--- src/rtl/nbout_pack_ctrl.sv ---
// Sequencing controller for the NBout packer: derives shift/load/row-select per
// accepted value and hands completed (or flushed partial) rows to the write port.
module nbout_pack_ctrl #(
  parameter int BIT_WIDTH  = 16,
  parameter int SHIFT_BITS = 5,
  parameter int BIT_IDX    = 4
) (
  input  logic                   clk,
  input  logic                   rst,
  input  logic                   i_cfg_load,
  input  logic [BIT_IDX-1:0]     i_n,
  input  logic                   i_valid,
  input  logic                   i_last,
  output logic                   o_ready,
  output logic [SHIFT_BITS-1:0]  o_s,
  output logic [2*BIT_WIDTH-1:0] o_load,
  output logic                   o_row_sel,
  output logic                   o_out_valid,
  output logic [4:0]             o_out_nbits,
  input  logic                   i_out_ready
);

  localparam int REG_W = 2 * BIT_WIDTH;
  localparam int OFF_W = SHIFT_BITS - 1;

  logic [SHIFT_BITS-1:0] ptr, ptr_nxt;
  logic [SHIFT_BITS-1:0] p_reg, p_nxt;
  logic                  pending, pending_nxt;
  logic                  pend_row, pend_row_nxt;
  logic [4:0]            pend_bits, pend_bits_nxt;

  logic                  accept;
  logic [SHIFT_BITS:0]   fill_sum;
  logic                  row_done;
  logic [SHIFT_BITS-1:0] nptr;
  logic [OFF_W-1:0]      nptr_off;

  // Run of `width` ones starting at bit `base`, wrapping around the circular register.
  function automatic logic [REG_W-1:0] load_mask(input logic [SHIFT_BITS-1:0] base,
                                                 input logic [SHIFT_BITS-1:0] width);
    logic [REG_W-1:0]   run;
    logic [2*REG_W-1:0] spread;
    run = '0;
    for (int j = 0; j < REG_W; j++) begin
      run[j] = (j < int'(width));
    end
    spread = {{REG_W{1'b0}}, run} << base;
    return spread[REG_W-1:0] | spread[2*REG_W-1:REG_W];
  endfunction

  assign o_ready  = !rst && (!pending || i_out_ready);
  assign accept   = i_valid && o_ready;
  assign fill_sum = {2'b00, ptr[OFF_W-1:0]} + {1'b0, p_reg};
  assign row_done = fill_sum >= (SHIFT_BITS+1)'(BIT_WIDTH);
  assign nptr     = ptr + p_reg;
  assign nptr_off = nptr[OFF_W-1:0];

  assign o_s         = ptr;
  assign o_load      = accept ? load_mask(ptr, p_reg) : '0;
  assign o_row_sel   = pend_row;
  assign o_out_valid = pending;
  assign o_out_nbits = pend_bits;

  always_comb begin
    ptr_nxt       = ptr;
    p_nxt         = p_reg;
    pending_nxt   = pending;
    pend_row_nxt  = pend_row;
    pend_bits_nxt = pend_bits;

    if (pending && i_out_ready) begin
      pending_nxt = 1'b0;
    end

    if (accept) begin
      if (row_done) begin
        pending_nxt   = 1'b1;
        pend_row_nxt  = ptr[SHIFT_BITS-1];
        pend_bits_nxt = 5'(BIT_WIDTH);
      end else if (i_last && (nptr_off != '0)) begin
        // Partial row on flush: only the bits filled so far are meaningful.
        pending_nxt   = 1'b1;
        pend_row_nxt  = ptr[SHIFT_BITS-1];
        pend_bits_nxt = 5'(nptr_off);
      end
      ptr_nxt = i_last ? '0 : nptr;
    end else if (i_cfg_load && (ptr == '0) && !pending) begin
      p_nxt = SHIFT_BITS'(i_n) + SHIFT_BITS'(1);
    end
  end

  always_ff @(posedge clk) begin
    if (rst) begin
      ptr       <= '0;
      p_reg     <= SHIFT_BITS'(BIT_WIDTH);
      pending   <= 1'b0;
      pend_row  <= 1'b0;
      pend_bits <= 5'(BIT_WIDTH);
    end else begin
      ptr       <= ptr_nxt;
      p_reg     <= p_nxt;
      pending   <= pending_nxt;
      pend_row  <= pend_row_nxt;
      pend_bits <= pend_bits_nxt;
    end
  end

endmodule

--- config.mk ---
export PLATFORM = sky130hd
export DESIGN_NAME = nbout_pack_ctrl
export DESIGN_NICKNAME = d
export VERILOG_FILES = /design/src/rtl/nbout_pack_ctrl.sv
export SDC_FILE = /design/constraint.sdc
export NUM_CORES = 1
export LEC_CHECK = 0
export CAP_MARGIN = 25
export CORE_MARGIN = 5
export CORE_UTILIZATION = 40
export CTS_BUF_LIST = sky130_fd_sc_hd__clkbuf_16
export DETAILED_ROUTE_END_ITERATION = 10
export PLACE_DENSITY_LB_ADDON = 0.1
export SYNTH_ARGS = -nofsm -noshare
export SYNTH_HDL_FRONTEND = slang
export SYNTH_SLANG_ARGS = --single-unit
export TNS_END_PERCENT = 1
--- constraint.sdc ---
create_clock -name clk -period 4.8 [get_ports clk]
set_clock_uncertainty 0.2 [all_clocks]
set_input_delay 0.48 -clock clk [delete_from_list [all_inputs] [get_ports clk]]
set_output_delay 0.48 -clock clk [all_outputs]
set_load 0.03 [all_outputs]
Word level (Yosys, flattened, before mapping)
Cells that the tools add are included.
Storage, ports and cells
  bits in registers: 17
  bits of input ports: 10
  output and inout port bits: 45
  logic and storage cells: 67
Operators by class
  add/sub/neg operators: 3
  $lt $le $gt $ge: 32
  shift-type cells: 1
  multiplexer cells: 10
  bitwise gates (word level): 2
  reductions and logical operators: 14
Operator list (count)
  5-bit less-than comparator, first input constant: 15
  31-bit by 5-bit << shifter with 64-bit output: 1
  4-bit by 5-bit less-than comparator with 1-bit output, first input constant: 8
  32-bit two-way mux: 1
  32-bit bitwise OR: 1
  3-bit by 5-bit less-than comparator with 1-bit output, first input constant: 4
  5-bit two-way mux: 3
  1-bit by 5-bit less-than comparator with 1-bit output, first input constant: 2
  2-bit by 5-bit less-than comparator with 1-bit output, first input constant: 2
  4-bit by 5-bit adder with 6-bit output: 1
  6-bit by 5-bit >= comparator with 1-bit output, second input constant: 1
  1-bit logical AND: 6
  1-bit two-way mux: 6
  4-bit by 1-bit adder with 5-bit output, second input constant: 1
  5-bit adder: 1
  5-bit zero test: 1
  2-bit AND reduction: 2
  4-bit nonzero test: 1
  1-bit zero test: 2
  2-bit nonzero test: 1
  1-bit logical OR: 1
  1-bit inverter: 1

Logic depth before layout (Yosys ltp)
Gate-level depths: netlist of run 1.
  word-level depth: 6
  gate-level depth with buffers: 8
  gate-level depth less buffers: 7

Least setup slack after synthesis of run 1
No wires, ideal clock.
  path kind: flip-flop to output port
  start: register ptr[0] (netlist: o_s[0])
  end: output port o_load[13]
  data arrival time: 2435 ps
  required time: 4120 ps
  slack: 1685 ps
  cell stages (with the launch flop): 8
  buffers on the path: 2
  cell sequence: dfxtp_1 buf_2 buf_1 nand2_1 a311o_1 o21ai_1 mux2i_1 o31ai_1
On the way
  word-level cells in the longest chain between the ends: 3
Ends and longest elaborated chain
  start, declared: line 26  | logic [SHIFT_BITS-1:0] ptr, ptr_nxt;
  start signal, assigned: line 100  | ptr <= ptr_nxt;
  31-bit by 5-bit << shifter with 64-bit output: line 47  | spread = {{REG_W{1'b0}}, run} << base;
  32-bit bitwise OR: line 48  | return spread[REG_W-1:0] | spread[2*REG_W-1:REG_W];
  32-bit two-way mux: line 59  | assign o_load = accept ? load_mask(ptr, p_reg) : '0;
  end, declared: line 16  | output logic [2*BIT_WIDTH-1:0] o_load,
No other way between the ends.

Worst setup path in the final report of run 1
  start: register p_reg[2]
  end: output port o_load[25]
On the way
  word-level cells in the longest chain between the ends: 4
  elaborated cells on any way between the ends: 34
  classes of those cells: 31 x order compare; 1 x shift; 1 x mux; 1 x bitwise
Ends and longest elaborated chain
  start, declared: line 27  | logic [SHIFT_BITS-1:0] p_reg, p_nxt;
  start signal, assigned: line 95  | p_reg <= SHIFT_BITS'(BIT_WIDTH);
  start signal, assigned: line 101  | p_reg <= p_nxt;
  1-bit by 5-bit less-than comparator with 1-bit output (tied with other cells): line 45  | run[j] = (j < int'(width));
  31-bit by 5-bit << shifter with 64-bit output *: line 47
  32-bit bitwise OR *: line 48
  32-bit two-way mux *: line 59
Every way passes the cells marked *; elsewhere a longest branch is shown, timed or not.

==> summary.md, run 1 <==
| Metric | Value |
|---|---|
| Cells after synthesis | `421` |
| H-tree levels | `1` |
| Synthesized netlist net count | `437` |
| Final Instance Area | `3537 um^2` |
| Slew margin rel. | `0.3071` |
| Synth warn | `0` |
| Synth-to-Final Area Change | `23.34%` |
| Compound-Gate Fraction of Synth Area | `0.4620` |
| Mapped cell area | `2868 um^2` |
| Leakage power | `1.242 nW` |
| R2R Path Start | `o_s[0]$_SDFFE_PP0P_` |
| P_int | `0.4071 mW` |
| Routed WL per cell | `19.59 um` |
| Post-Synth XOR/XNOR Area | `0.01527` |
| Antenna diodes | `0` |
| Synth Register Bits | `17` |
| Commonest cells after routing, fill and taps aside | `54 x clkdlybuf4s50_1, 35 x nand2_1, 29 x nor2_1` |
| Final period util | `0.8483` |
| Max FO, Critical Path | `30` |
| Synth Flop Type | `dfxtp_1` |
| Nets | `468` |
| Hold buffer count at cts | `0` |
| Max-slew violation total from the final report | `0` |
| Setup bufs post-CTS | `0` |
| Psw | `0.3275 mW` |
| Vias per Instance | `6.594` |
| Proportion of synthesized area in mux cells | `0.02792` |
| Global route overflow | `0` |
| Pre-Repair DR Iteration Count | `6` |
| Num CTS Buffers | `3` |
| Gate power share | `0.535` |
| Final setup vio count | `0` |
| DP HPWL | `7734 um` |
| Number of synthesized flops with an enable pin | `0` |
| Detail Route Antenna Nets | `0` |
| Clock root buffer | `clkbuf_16` |
| Worst Path Arrival | `3.39 ns` |
| Data required, critical path | `4.12 ns` |
| Initial antenna violation count | `0` |
| Status | `finished, final reports clean` |
| Reg power frac | `0.241` |
| Mapped Avg Cell Area | `6.812 um^2` |
| Tot Pwr | `0.7346 mW` |
| DRT iter0 DRCs | `354` |
| GRT Util Overall | `0.2295` |
| R2R cell count | `7` |
| Commonest non-fill, non-tap cell in the layout | `clkdlybuf4s50_1` |
| DRC Markers | `0` |
| Die Ht | `94.67 um` |
| Share of cells above drive strength 1 | `0.07982` |
| Largest net degree at the start of global routing | `31` |
| Main combinational cell family by area after synthesis | `compound AO/OA/AOI/OAI gates` |
| R2R Setup Slk | `1.46 ns` |
| Die W | `94.67 um` |
| Post-Synth Adder-Cell Area | `0.03578` |
| Hold Crit Start | `o_out_nbits[4]$_SDFFE_PP1P_` |
| F_max | `0.2456 GHz` |
| Worst Hold Path Cells | `2` |
| Row count | `30` |
| Post-CTS Resized | `0` |
| Die ar. | `8962 um^2` |
| Worst Hold Path EP | `o_out_nbits[4]$_SDFFE_PP1P_` |
| Critical path class | `reg2out` |
| Final WL | `10,720 um` |
| Reg-to-Reg End | `o_out_nbits[1]$_SDFFE_PP0P_` |
| Nature of the critical path endpoint | `output pin` |
| Io pins | `55` |
| CTS tree | `yes` |
| Initial core utilization | `0.4175` |
| Hold Path Class | `reg2reg` |
| Peak VDD IR | `244.5 uV` |
| Post-synthesis sequential area ratio | `0.1187` |
| Count of cell types in the netlist | `66` |
| PwrDens | `207.7 nW/um^2` |
| Simple-gate share of the synthesized area | `0.2622` |
| Clk_lat worst skew | `0.24 ns` |
| Placed cell area | `3458 um^2` |
| Clk network pwr share | `0.224` |
| Crit start category | `register` |
| Setup TNS | `0 ns` |
| # port buffers | `54` |
| Max Cap Viol | `0` |
| Area of the core | `6869 um^2` |
| Fin. Hold Viols | `0` |
| First-pass GRT wire length | `16,590 um` |
| RSZ-0062 raised after global routing | `false` |
| CTS max path bufs | `2` |
| Switching share of total power | `0.4458` |
| DR vias | `3,607` |
| Post-synth ARST share | `0` |
| Final min period | `4.072 ns` |
| Clock transition at path regs | `0.05 ns` |
| Vias in the first global route | `3,240` |
| CTS Sinks | `17` |
| Worst slew pin tran | `1.038 ns` |
| Routability cong. | `0.9479` |
metal layers:
layer  share of wire  GRT usage  vias to the layer above
met1            0.41     0.2982                     1659
li1                -          -                     1728
met5               0          0                        -
met3           0.074    0.02629                       19
met2            0.49     0.3905                      201
met4           0.026    0.08053                        0
how the worst max path moves through the flow:
stage	startpoint	end	depth (start not counted)
after global routing	p_reg[2]$_SDFFE_PP0P_	o_load[17]	7
after detailed placement	i_out_ready	o_load[20]	8
after CTS	p_reg[2]$_SDFFE_PP0P_	o_load[25]	7
final	p_reg[2]$_SDFFE_PP0P_	o_load[25]	7
after global placement	i_out_ready	o_load[20]	8
after floorplan	o_s[0]$_SDFFE_PP0P_	o_load[13]	7
through the flow:
| step | worst slack (ns) | cells | hold slack (ns) | util |
|---|---|---|---|---|
| 2_1_floorplan | 1.685 | 421 | 0.3756 | - |
| 3_3_place_gp | 1.005 | 543 | 0.2611 | 0.5035 |
| 3_5_place_dp | 0.9468 | 543 | 0.2716 | 0.5035 |
| 4_1_cts | 0.7997 | 547 | 0.2821 | 0.5149 |
| 5_1_grt | 0.5969 | 547 | 0.3006 | 0.5149 |
| 6_report | 0.7281 | 547 | 0.2821 | 0.5149 |
cell usage after synthesis, types with 3 or more instances:
library cell	count	area share
a32o_1	6	0.021
nor2_1	29	0.038
a32oi_1	9	0.027
o21a_1	4	0.010
nand3_1	18	0.031
mux2i_1	8	0.028
a22oi_1	27	0.071
a211oi_1	11	0.029
buf_1	5	0.0065
ha_1	5	0.022
o221ai_1	4	0.012
nor3_2	3	0.010
a21oi_1	22	0.038
xnor2_1	3	0.0092
inv_1	4	0.0052
nor2b_1	5	0.011
inv_2	3	0.0039
nand2_1	35	0.046
nor3_1	11	0.019
a31oi_1	8	0.017
clkbuf_1	22	0.029
or3_1	3	0.0065
o211ai_1	17	0.045
o22ai_1	15	0.033
a21o_1	4	0.010
and3_1	4	0.0087
buf_2	17	0.030
o31ai_1	6	0.016
o21ai_1	6	0.010
or2_2	3	0.0065
and2_1	6	0.013
dfxtp_1	17	0.12
nand2b_1	9	0.020
a211o_1	5	0.015
o21ai_0	16	0.028
nand4_1	6	0.013
nor4_1	6	0.013
cells by family after synthesis:
group | count (synthesis)
AND/OR/NAND/NOR | 147
buffers and inverters | 52
multiplexers | 8
adder cells (fa/ha/maj) | 8
XOR/XNOR | 5
AO/OA/AOI/OAI | 184
flip-flops | 17
worst max-delay path, stage by stage (launching register included):
cell             delay, ns
dfxtp_1               0.96
buf_4                 0.29
a21o_1                0.27
a21oi_1               0.09
a2111oi_2             0.58
a22oi_1               0.17
nand2_1               0.10
clkdlybuf4s50_1       0.67
area by class of cell:
type | instances | area, um^2
multi-input cells | 352 | 2303
well taps | 96 | 120.1
clock buffers | 3 | 75.07
repair buffers | 71 | 668.1
fillers | 696 | 3332
inverters | 7 | 26.28
clock inverters | 1 | 3.754
flip-flops and latches | 17 | 340.3
power by group through the flow:
| stage | sequential, mW | clock, mW | combinational, mW |
|---|---|---|---|
| after detailed placement | 0.179 | 0 | 0.386 |
| final | 0.177 | 0.164 | 0.393 |
| after global placement | 0.179 | 0 | 0.386 |
| after CTS | 0.176 | 0.167 | 0.388 |
| after floorplan | 0.162 | 0 | 0.279 |
| after global routing | 0.179 | 0.171 | 0.421 |
Note: power is estimated with default switching activity, not from simulation.
==> inputs of run 2 (changes only) <==
==> constraint.sdc (replaced) <==
create_clock -name clk -period 3.8 [get_ports clk]
set_clock_uncertainty 0.2 [all_clocks]
set_input_delay 0.38 -clock clk [delete_from_list [all_inputs] [get_ports clk]]
set_output_delay 0.38 -clock clk [all_outputs]
set_load 0.03 [all_outputs]
==> run 2 against run 1 <==
Against the previous run:
- sequential power grew 29%
- cell count grew 1.3%
- combinational power grew 25%
- die area is the same
- wire length shrank 1.5%
- non-clock buffer count grew 7
- largest power group unchanged
==> summary.md, run 2 (synthesized netlist as in run 1, its figures left out) <==
| Metric | Value |
|---|---|
| Status | `finished, final reports clean` |
| # port buffers | `54 (unchanged)` |
| Row count | `30 (unchanged)` |
| Final min period | `3.587 ns` |
| Antenna diodes | `0 (unchanged)` |
| Nature of the critical path endpoint | `output pin` |
| Vias in the first global route | `3,348 (+3.3%)` |
| Detail Route Antenna Nets | `0 (unchanged)` |
| Final std cells w/o fill | `554 (+1.3%)` |
| Crit start category | `register` |
| Initial core utilization | `0.4175 (unchanged)` |
| Largest net degree at the start of global routing | `32 (+3.2%)` |
| GRT Util Overall | `0.2371 (+0.007559)` |
| DRT iter0 DRCs | `375 (+5.9%)` |
| RSZ-0062 raised after global routing | `false` |
| Final Util | `0.5162 (+0.001275)` |
| Clk_lat worst skew | `0.25 ns (about the same)` |
| Initial antenna violation count | `0 (unchanged)` |
| Max Cap Viol | `0 (unchanged)` |
| Tot Pwr | `0.9369 mW (+28%)` |
| Pre-Repair DR Iteration Count | `5 (-1)` |
| Critical path class | `reg2out` |
| Routability cong. | `1.000 (+5.5%)` |
| Final WL | `10,550 um (-1.5%)` |
| CTS max path bufs | `2 (unchanged)` |
| Share of cells above drive strength 1 | `0.1528 (+0.07302)` |
| F_max | `0.2788 GHz` |
| Clock transition at path regs | `0.05 ns (about the same)` |
| Vias per Instance | `6.601 (+0.11%)` |
| Hold Path Class | `reg2reg` |
| Worst slew pin tran | `0.8636 ns (-0.1744 ns)` |
| CTS tree | `yes` |
| Data required, critical path | `3.22 ns (-0.90 ns)` |
| Global route overflow | `0 (unchanged)` |
| Die ar. | `8962 um^2 (unchanged)` |
| DR vias | `3,657 (+1.4%)` |
| Final period util | `0.9439` |
| Worst Path Arrival | `3.01 ns (-0.38 ns)` |
| Commonest cells after routing, fill and taps aside | `47 x buf_4, 35 x nand2_1, 30 x clkdlybuf4s50_1` |
| Peak VDD IR | `231.2 uV (-5.5%)` |
| WHS | `0.2790 ns (-0.003114 ns)` |
| Leakage power | `1.323 nW (+6.5%)` |
| Fin. Hold Viols | `0 (unchanged)` |
| Max FO, Critical Path | `23 (-23%)` |
| Commonest non-fill, non-tap cell in the layout | `buf_4` |
| Final setup vio count | `0 (unchanged)` |
| Io pins | `55 (unchanged)` |
| Clock root buffer | `clkbuf_16` |
| Max-slew violation total from the final report | `0 (unchanged)` |
| CTS Sinks | `17 (unchanged)` |
| DRC Markers | `0 (unchanged)` |
| H-tree levels | `1 (unchanged)` |
| Placed cells | `550 (+1.3%)` |
| Slew margin rel. | `0.4225 (+0.1154)` |
| First-pass GRT wire length | `17,040 um (+2.7%)` |
| Die Ht | `94.67 um (unchanged)` |
| Nets | `475 (+1.5%)` |
| DP HPWL | `7999 um (+3.4%)` |
| Routed WL per cell | `19.05 um (-2.8%)` |
| Die W | `94.67 um (unchanged)` |
| Area of the core | `6869 um^2 (unchanged)` |
| Synth-to-Final Area Change | `23.65%` |
| Num CTS Buffers | `3 (unchanged)` |
| PwrDens | `264.2 nW/um^2 (+27%)` |
| Setup TNS | `0 ns (unchanged)` |
## run 2: cell types whose count changed in the layout (fill, tap and decap cells not counted)
cell             before  now
buf_12                0    1
buf_4                17   47
clkdlybuf4s50_1      54   30
clkinv_2              0    1
dfxtp_1              17   15
dfxtp_2               0    2
inv_1                 5    4
## run 2: stage by stage
step | setup WS [ns] | instance area [um^2]
2_1_floorplan | 0.7853 | 2868
3_3_place_gp | 0.5010 | 3463
3_5_place_dp | 0.4813 | 3463
4_1_cts | 0.2412 | 3543
5_1_grt | 0.03925 | 3546
6_report | 0.2130 | 3546
## run 2: timing repair
action / 4_1_cts / 5_1_grt
buffers inserted: 0 / 0
hold buffers: 0 / 0
gates resized for setup: 0 / 2
endpoints found under the setup margin: 0 / 1
## run 2: report_power, final
| group | switching [mW] | leakage (nW) | internal, mW |
|---|---|---|---|
| combinational | 0.306 | 1.14 | 0.188 |
| sequential | 0.0404 | 0.139 | 0.189 |
| clock | 0.0737 | 0.0409 | 0.141 |
## run 2: area by class of cell
cell class / instances / area (um^2)
sequential: 17 / 342.8
inverter: 7 / 26.28
clock buffer: 3 / 75.07
tap: 96 / 120.1
timing repair buffer: 78 / 673.1
fill: 710 / 3323
multi-input combinational: 352 / 2303
clock inverter: 1 / 5.005
## run 2: worst max-delay path: stages, from the launching register on
cell and delay (ns):
dfxtp_1 0.83, o21a_1 0.24, maj3_1 0.24, a2bb2oi_1 0.40, mux2i_1 0.17, o22ai_1 0.16
clkdlybuf4s50_1 0.70
## run 2: metal layers
metal | vias to the layer above | part of all wire | global-route usage
met1 | 1683 | 0.41 | 0.2987
met2 | 186 | 0.47 | 0.3834
met3 | 41 | 0.071 | 0.04064
met4 | 0 | 0.049 | 0.1274
met5 | - | 0 | 0
li1 | 1747 | - | -
## run 2: worst paths after layout
| path | slack, ns | start | cells past startpoint | endpoint |
|---|---|---|---|---|
| hold reg to reg | 0.28 | o_out_nbits[4]$_SDFFE_PP1P_ | 2 | o_out_nbits[4]$_SDFFE_PP1P_ |
| setup / recovery | 0.21 | o_s[0]$_SDFFE_PP0P_ | 6 | o_load[30] |
| hold / removal | 0.28 | o_out_nbits[4]$_SDFFE_PP1P_ | 2 | o_out_nbits[4]$_SDFFE_PP1P_ |
| setup reg to reg | 0.61 | o_s[0]$_SDFFE_PP0P_ | 7 | o_out_nbits[2]$_SDFFE_PP0P_ |
